[config.mk]
export PLATFORM = sky130hd
export DESIGN_NAME = rtc_display_refresh
export DESIGN_NICKNAME = d
export VERILOG_FILES = /design/src/rtl/rtc_display_refresh.sv
export SDC_FILE = /design/constraint.sdc
export NUM_CORES = 1
export LEC_CHECK = 0
export BUFFER_PORTS_ARGS = -buffer_cell sky130_fd_sc_hd__buf_2
export CORE_UTILIZATION = 50
export DETAILED_ROUTE_END_ITERATION = 8
export PLACE_DENSITY = 0.85
export SLEW_MARGIN = 20
export SYNTH_ARGS = -nofsm -noshare
export SYNTH_HDL_FRONTEND = slang
export SYNTH_SLANG_ARGS = --single-unit
[constraint.sdc]
create_clock -name CLK -period 6.2 [get_ports CLK]
set_input_delay 0.93 -clock CLK [delete_from_list [all_inputs] [get_ports CLK]]
set_output_delay 0.93 -clock CLK [all_outputs]
set_load 0.005 [all_outputs]
[src/rtl/rtc_display_refresh.sv]
`default_nettype none
// ============================================================================
// Module   : rtc_display_refresh
// Purpose  : Once per video frame, at the start of vertical blanking, reads
//            the date/time, timer and status registers from the RTC bus
//            controller into staging registers, then publishes all of them
//            in a single cycle so the display never shows a torn time.
// Options  : REFRESH_TIMER_EN - when defined, the timer registers
//            (0x41..0x43) are read and HORAT/MINT/SEGT are driven; when
//            undefined, they are tied to 0x00.
// Revision : 1.0 - initial release
// ============================================================================
module rtc_display_refresh #(
  parameter int V_ACTIVE = 480,
  parameter int TIMEOUT  = 255
) (
  input  logic       CLK,
  input  logic       RST,
  input  logic [9:0] ADDRV,
  input  logic       BUS_BUSY,
  output logic       RD_REQ,
  output logic [7:0] RD_ADDR,
  input  logic       RD_ACK,
  input  logic [7:0] RD_DATA,
  output logic [7:0] ANO,
  output logic [7:0] MES,
  output logic [7:0] DIA,
  output logic [7:0] HORA,
  output logic [7:0] MIN,
  output logic [7:0] SEG,
  output logic [7:0] HORAT,
  output logic [7:0] MINT,
  output logic [7:0] SEGT,
  output logic       ALARMA,
  output logic       FRAME_OK,
  output logic [7:0] SKIP_CNT,
  output logic [7:0] ERR_CNT
);

`ifdef REFRESH_TIMER_EN
  localparam int c_NUM_READS = 10;
`else
  localparam int c_NUM_READS = 7;
`endif
  // STATUS is always the last read and feeds ALARMA directly, so it is not staged
  localparam int         c_NUM_STAGE = c_NUM_READS - 1;
  localparam logic [3:0] c_LAST_IDX  = 4'(c_NUM_READS - 1);
  localparam logic [7:0] c_TIMEOUT   = 8'(TIMEOUT);
  localparam logic [9:0] c_V_ACTIVE  = 10'(V_ACTIVE);

  typedef enum logic [2:0] {
    S_IDLE   = 3'd0,
    S_REQ    = 3'd1,
    S_GAP    = 3'd2,
    S_COMMIT = 3'd3,
    S_ABORT  = 3'd4
  } state_t;

  state_t     r_state;
  state_t     w_state_next;
  logic [3:0] r_idx;
  logic [3:0] w_idx_next;
  logic [7:0] r_wait;
  logic       r_blank_q;
  logic       w_blank;
  logic       w_trigger;
  logic       w_ack;
  logic       w_commit_load;
  logic       r_rd_req;
  logic [7:0] r_rd_addr;
  logic [7:0] r_stage [c_NUM_STAGE];
  logic [7:0] r_ano, r_mes, r_dia, r_hora, r_min, r_seg;
  logic       r_alarma;
  logic       r_frame_ok;
  logic [7:0] r_skip_cnt;
  logic [7:0] r_err_cnt;

  // Read schedule: index -> RTC register address (STATUS 0x00 falls to default)
  function automatic logic [7:0] f_addr(input logic [3:0] idx);
    case (idx)
      4'd0:    f_addr = 8'h21;
      4'd1:    f_addr = 8'h22;
      4'd2:    f_addr = 8'h23;
      4'd3:    f_addr = 8'h24;
      4'd4:    f_addr = 8'h25;
      4'd5:    f_addr = 8'h26;
`ifdef REFRESH_TIMER_EN
      4'd6:    f_addr = 8'h41;
      4'd7:    f_addr = 8'h42;
      4'd8:    f_addr = 8'h43;
`endif
      default: f_addr = 8'h00;
    endcase
  endfunction

  assign w_blank       = (ADDRV >= c_V_ACTIVE);
  assign w_trigger     = w_blank && !r_blank_q;
  assign w_ack         = (r_state == S_REQ) && RD_ACK;
  // The final ack loads the outputs so they are already visible in the COMMIT cycle
  assign w_commit_load = w_ack && (r_idx == c_LAST_IDX);

  // State register
  always_ff @(posedge CLK) begin
    if (RST) begin
      r_state <= S_IDLE;
      r_idx   <= 4'd0;
    end else begin
      r_state <= w_state_next;
      r_idx   <= w_idx_next;
    end
  end

  // Next-state and read-index sequencing
  always_comb begin
    w_state_next = r_state;
    w_idx_next   = r_idx;
    case (r_state)
      S_IDLE: begin
        if (w_trigger && !BUS_BUSY) begin
          w_state_next = S_REQ;
          w_idx_next   = 4'd0;
        end
      end
      S_REQ: begin
        if (RD_ACK) begin
          w_state_next = (r_idx == c_LAST_IDX) ? S_COMMIT : S_GAP;
        end else if ((r_wait + 8'd1) == c_TIMEOUT) begin
          w_state_next = S_ABORT;
        end
      end
      S_GAP: begin
        w_state_next = S_REQ;
        w_idx_next   = r_idx + 4'd1;
      end
      S_COMMIT, S_ABORT: begin
        w_state_next = S_IDLE;
        w_idx_next   = 4'd0;
      end
      default: begin
        w_state_next = S_IDLE;
        w_idx_next   = 4'd0;
      end
    endcase
  end

  // Bus request, wait counter, staging, committed outputs and statistics
  always_ff @(posedge CLK) begin
    if (RST) begin
      r_blank_q  <= 1'b0;
      r_rd_req   <= 1'b0;
      r_rd_addr  <= 8'h00;
      r_wait     <= 8'd0;
      for (int i = 0; i < c_NUM_STAGE; i++) r_stage[i] <= 8'h00;
      r_ano      <= 8'h00;
      r_mes      <= 8'h00;
      r_dia      <= 8'h00;
      r_hora     <= 8'h00;
      r_min      <= 8'h00;
      r_seg      <= 8'h00;
      r_alarma   <= 1'b0;
      r_frame_ok <= 1'b0;
      r_skip_cnt <= 8'd0;
      r_err_cnt  <= 8'd0;
    end else begin
      r_blank_q <= w_blank;
      r_rd_req  <= (w_state_next == S_REQ);
      if (w_state_next == S_REQ) r_rd_addr <= f_addr(w_idx_next);
      // Counts only consecutive unacknowledged REQ cycles; zero everywhere else
      r_wait <= ((r_state == S_REQ) && !RD_ACK) ? r_wait + 8'd1 : 8'd0;
      for (int i = 0; i < c_NUM_STAGE; i++) begin
        if (w_ack && (r_idx == 4'(i))) r_stage[i] <= RD_DATA;
      end
      if (w_commit_load) begin
        r_seg    <= r_stage[0];
        r_min    <= r_stage[1];
        r_hora   <= r_stage[2];
        r_dia    <= r_stage[3];
        r_mes    <= r_stage[4];
        r_ano    <= r_stage[5];
        r_alarma <= RD_DATA[0];
      end
      r_frame_ok <= w_commit_load;
      if ((r_state == S_IDLE) && w_trigger && BUS_BUSY && (r_skip_cnt != 8'hFF))
        r_skip_cnt <= r_skip_cnt + 8'd1;
      if ((r_state == S_ABORT) && (r_err_cnt != 8'hFF))
        r_err_cnt <= r_err_cnt + 8'd1;
    end
  end

`ifdef REFRESH_TIMER_EN
  logic [7:0] r_horat, r_mint, r_segt;

  // Timer values committed together with the date/time
  always_ff @(posedge CLK) begin
    if (RST) begin
      r_segt  <= 8'h00;
      r_mint  <= 8'h00;
      r_horat <= 8'h00;
    end else if (w_commit_load) begin
      r_segt  <= r_stage[6];
      r_mint  <= r_stage[7];
      r_horat <= r_stage[8];
    end
  end

  assign HORAT = r_horat;
  assign MINT  = r_mint;
  assign SEGT  = r_segt;
`else
  assign HORAT = 8'h00;
  assign MINT  = 8'h00;
  assign SEGT  = 8'h00;
`endif

  assign RD_REQ   = r_rd_req;
  assign RD_ADDR  = r_rd_addr;
  assign ANO      = r_ano;
  assign MES      = r_mes;
  assign DIA      = r_dia;
  assign HORA     = r_hora;
  assign MIN      = r_min;
  assign SEG      = r_seg;
  assign ALARMA   = r_alarma;
  assign FRAME_OK = r_frame_ok;
  assign SKIP_CNT = r_skip_cnt;
  assign ERR_CNT  = r_err_cnt;

endmodule
`default_nettype wire
==> impl_metrics.tcl <==
set metrics [dict create \
    status "finished, final reports clean" \
    core_area_um2 10800 \
    async_flop_share 0 \
    fin_nets 671 \
    drive_above_1_share 0.194 \
    antenna_cells 0 \
    critPathLaunchType "flop" \
    synth_top_area_share 0.315 \
    worstSkewPairLatency_ps 520 \
    maxSlewViolCount 0 \
    numPortBuffers 87 \
    grtUsageTotal 0.204 \
    drt_iter0_markers 251 \
    post_drt_wl_per_cell_um 14.1 \
    period_share 0.407 \
    syn_area_um2 5530 \
    grt_pass1_vias 3917 \
    required_ps 6570 \
    avgSynthCellArea_um2 9.88 \
    clock_path_buffers 2 \
    cts_root_buffer "clkbuf_8" \
    ys_ff_latch 135 \
    min_path_type "reg -> reg" \
    ir_drop_mv 0.164 \
    power.density_nw_per_um2 315 \
    vias 4110 \
    grt-ovfl-total 0 \
    grt_setup_unrepaired "no" \
    ys.flop_type "dfxtp_1" \
    tightest_slew_ps 929 \
    fillers 861 \
    synth_adder_area_share 0.0181 \
    critPathSlowestCell "or2_2" \
    drc 0 \
    synth_seq_area_share 0.575 \
    synth-edff-count 48 \
    antenna_left 0 \
    routed_wl_mm 11.2 \
    die_area_um2 11500 \
    drv_cap 0 \
    cts_tree "built" \
    row_count 38 \
    synth-xor-area-share 0.0301 \
    instances_no_fill 794 \
    cts.hold.buffers_added 0 \
    max_freq_ghz 0.397 \
    fin_crit_ps 2520 \
    endpoint_kind "flop" \
    antenna_found_initial 0 \
    htree_levels 4 \
    crit_arrival_ps 2890 \
    grt_pass1_wl_mm 18.0 \
    clkSinkCount 135 \
    crit_fanout 51 \
    crit_chain "nand2b_1, nor3b_1, nand2_1, or2_2, nand2_1, a21oi_1" \
    final.setup.tns_ps 0 \
    die_w_um 107 \
    dp_hpwl_mm 7.22 \
    leakagePower_nw 2.65 \
    yosysMostFrequentCell "nand2_1" \
    post_cts_buffers 0 \
    cts.clk_slew.worst_paths_ps 60 \
    synth_compound_area_frac 0.0900 \
    yosys_warnings 0 \
    synth_top_family_by_area "simple AND/OR/NAND/NOR gates" \
    path_class "reg -> reg" \
    numCtsBuffers 17 \
    clock_skew_ps 12.8 \
    grt_max_degree 60 \
    synth_area_leaders "dfxtp_1, edfxtp_1, nand2_1" \
    finalHoldViolCount 0 \
    crit_path_frequent_cell "nand2_1" \
    yosys.area_share.simple 0.218 \
    synth.distinct_cells 48 \
    routabilityCongestion 0.794 \
    areaGrowthSynthToFinish_pct 18.9 \
    cts_resized 0 \
    setup_viol 0 \
    critPathMaxStageDelay_ps 660 \
    max_slew_margin 0.381 \
    synth_top_area_cell "dfxtp_1" \
    stdcell_area_um2 6580 \
    synthTopCellsByCount "nand2_1, dfxtp_1, a21oi_1" \
    initial_utilization 0.513 \
    dpl.cell_count 762 \
    die_y_um 107 \
    yosys-mux-area-fraction 0.00543 \
    place_area_um2 5940 \
    io_pins 121 \
    via_per_inst 5.18 \
    syn_inst 560 \
    first_pass_iters 5 \
]
## final cells by class
type	count	area, um^2	share of cell area
Clock buffer	18	418	0.0635
Clock inverter	14	219	0.0333
Inverter	7	26.3	0.00399
Multi-Input combinational cell	391	2110	0.320
Sequential cell	135	3180	0.484
Tap cell	140	175	0.0266
Timing Repair Buffer	89	450	0.0685
## per-stage QoR
| stage | hold WS (ps) | setup WS [ps] | total power, mW | utilization |
|---|---|---|---|---|
| floorplan | 448 | 3660 | 1.00 | - |
| global placement | 442 | 3400 | 1.01 | 0.551 |
| detailed placement | 444 | 3340 | 1.01 | 0.551 |
| CTS | 452 | 3680 | 2.10 | 0.610 |
| global route | 469 | 3390 | 2.14 | 0.610 |
| finish | 451 | 3680 | 2.08 | 0.610 |
## worst max-delay path: cells and delay by family, from the launching register on
| family | cells | cell delay [ps] |
|---|---|---|
| flops | 1 | 500 |
| compound gates | 1 | 100 |
| simple gates | 5 | 1760 |
## routing by layer
layer  up-vias  track usage  wire (um)
li1       1991            -          -
met1      1945        0.230       4540
met2       154        0.347       5790
met3        20       0.0602        687
met4         0        0.113        204
met5         -            0          0
## state kept, by name, summed over array words and instances, names as in the netlist
signal     count
SEG            8
ANO            8
MIN            8
r_state        3
r_idx          4
FRAME_OK       1
ERR_CNT        8
SKIP_CNT       8
ALARMA         1
r_stage       48
RD_REQ         1
r_blank_q      1
MES            8
DIA            8
RD_ADDR        4
r_wait         8
HORA           8
## cell families after synthesis
family,Yosys count
and+or+nand+nor,249
DFF,135
AOI/OAI and AO/OA,84
buffers and inverters,61
xor gates and xnor gates,19
adders and majority gates,8
muxes,3
other,1
## path summary, 6_finish.rpt
kind / from / to / slack, ps / cells after the start
max: r_state[0] / MES[4] / 3680 / 6
max reg2reg: r_state[0] / MES[4] / 3680 / 6
min: MIN[3] / MIN[3] / 450 / 2
min reg2reg: MIN[3] / MIN[3] / 450 / 2
## where the power goes
part	total [mW]	leakage [nW]	internal (mW)	switching (mW)
logic	0.0533	1.14	0.0158	0.0375
clock network	1.08	0.308	0.698	0.384
registers	0.940	1.20	0.932	0.00851
total	2.08	2.65	1.65	0.430
## placed cells by master (no fill, tap or decap), types with 2 or more instances in the layout
| cell | instances |
|---|---|
| a211o_1 | 2 |
| a21oi_1 | 59 |
| and2_1 | 48 |
| and3_1 | 3 |
| and4_1 | 2 |
| buf_2 | 87 |
| buf_4 | 2 |
| bufinv_16 | 5 |
| clkbuf_16 | 16 |
| clkinv_4 | 2 |
| conb_1 | 28 |
| dfxtp_1 | 87 |
| edfxtp_1 | 48 |
| ha_1 | 8 |
| inv_1 | 7 |
| inv_6 | 4 |
| mux2i_1 | 3 |
| nand2_1 | 113 |
| nand2b_1 | 3 |
| nand3_1 | 9 |
| nand3b_1 | 5 |
| nand4_1 | 3 |
| nor2_1 | 36 |
| nor2b_1 | 4 |
| nor3_1 | 5 |
| o21ai_0 | 5 |
| o21bai_1 | 5 |
| o31ai_1 | 2 |
| or2_2 | 3 |
| or3_1 | 6 |
| or4_1 | 2 |
| xnor2_1 | 7 |
| xor2_1 | 12 |
(Power assumes the default switching activity.)
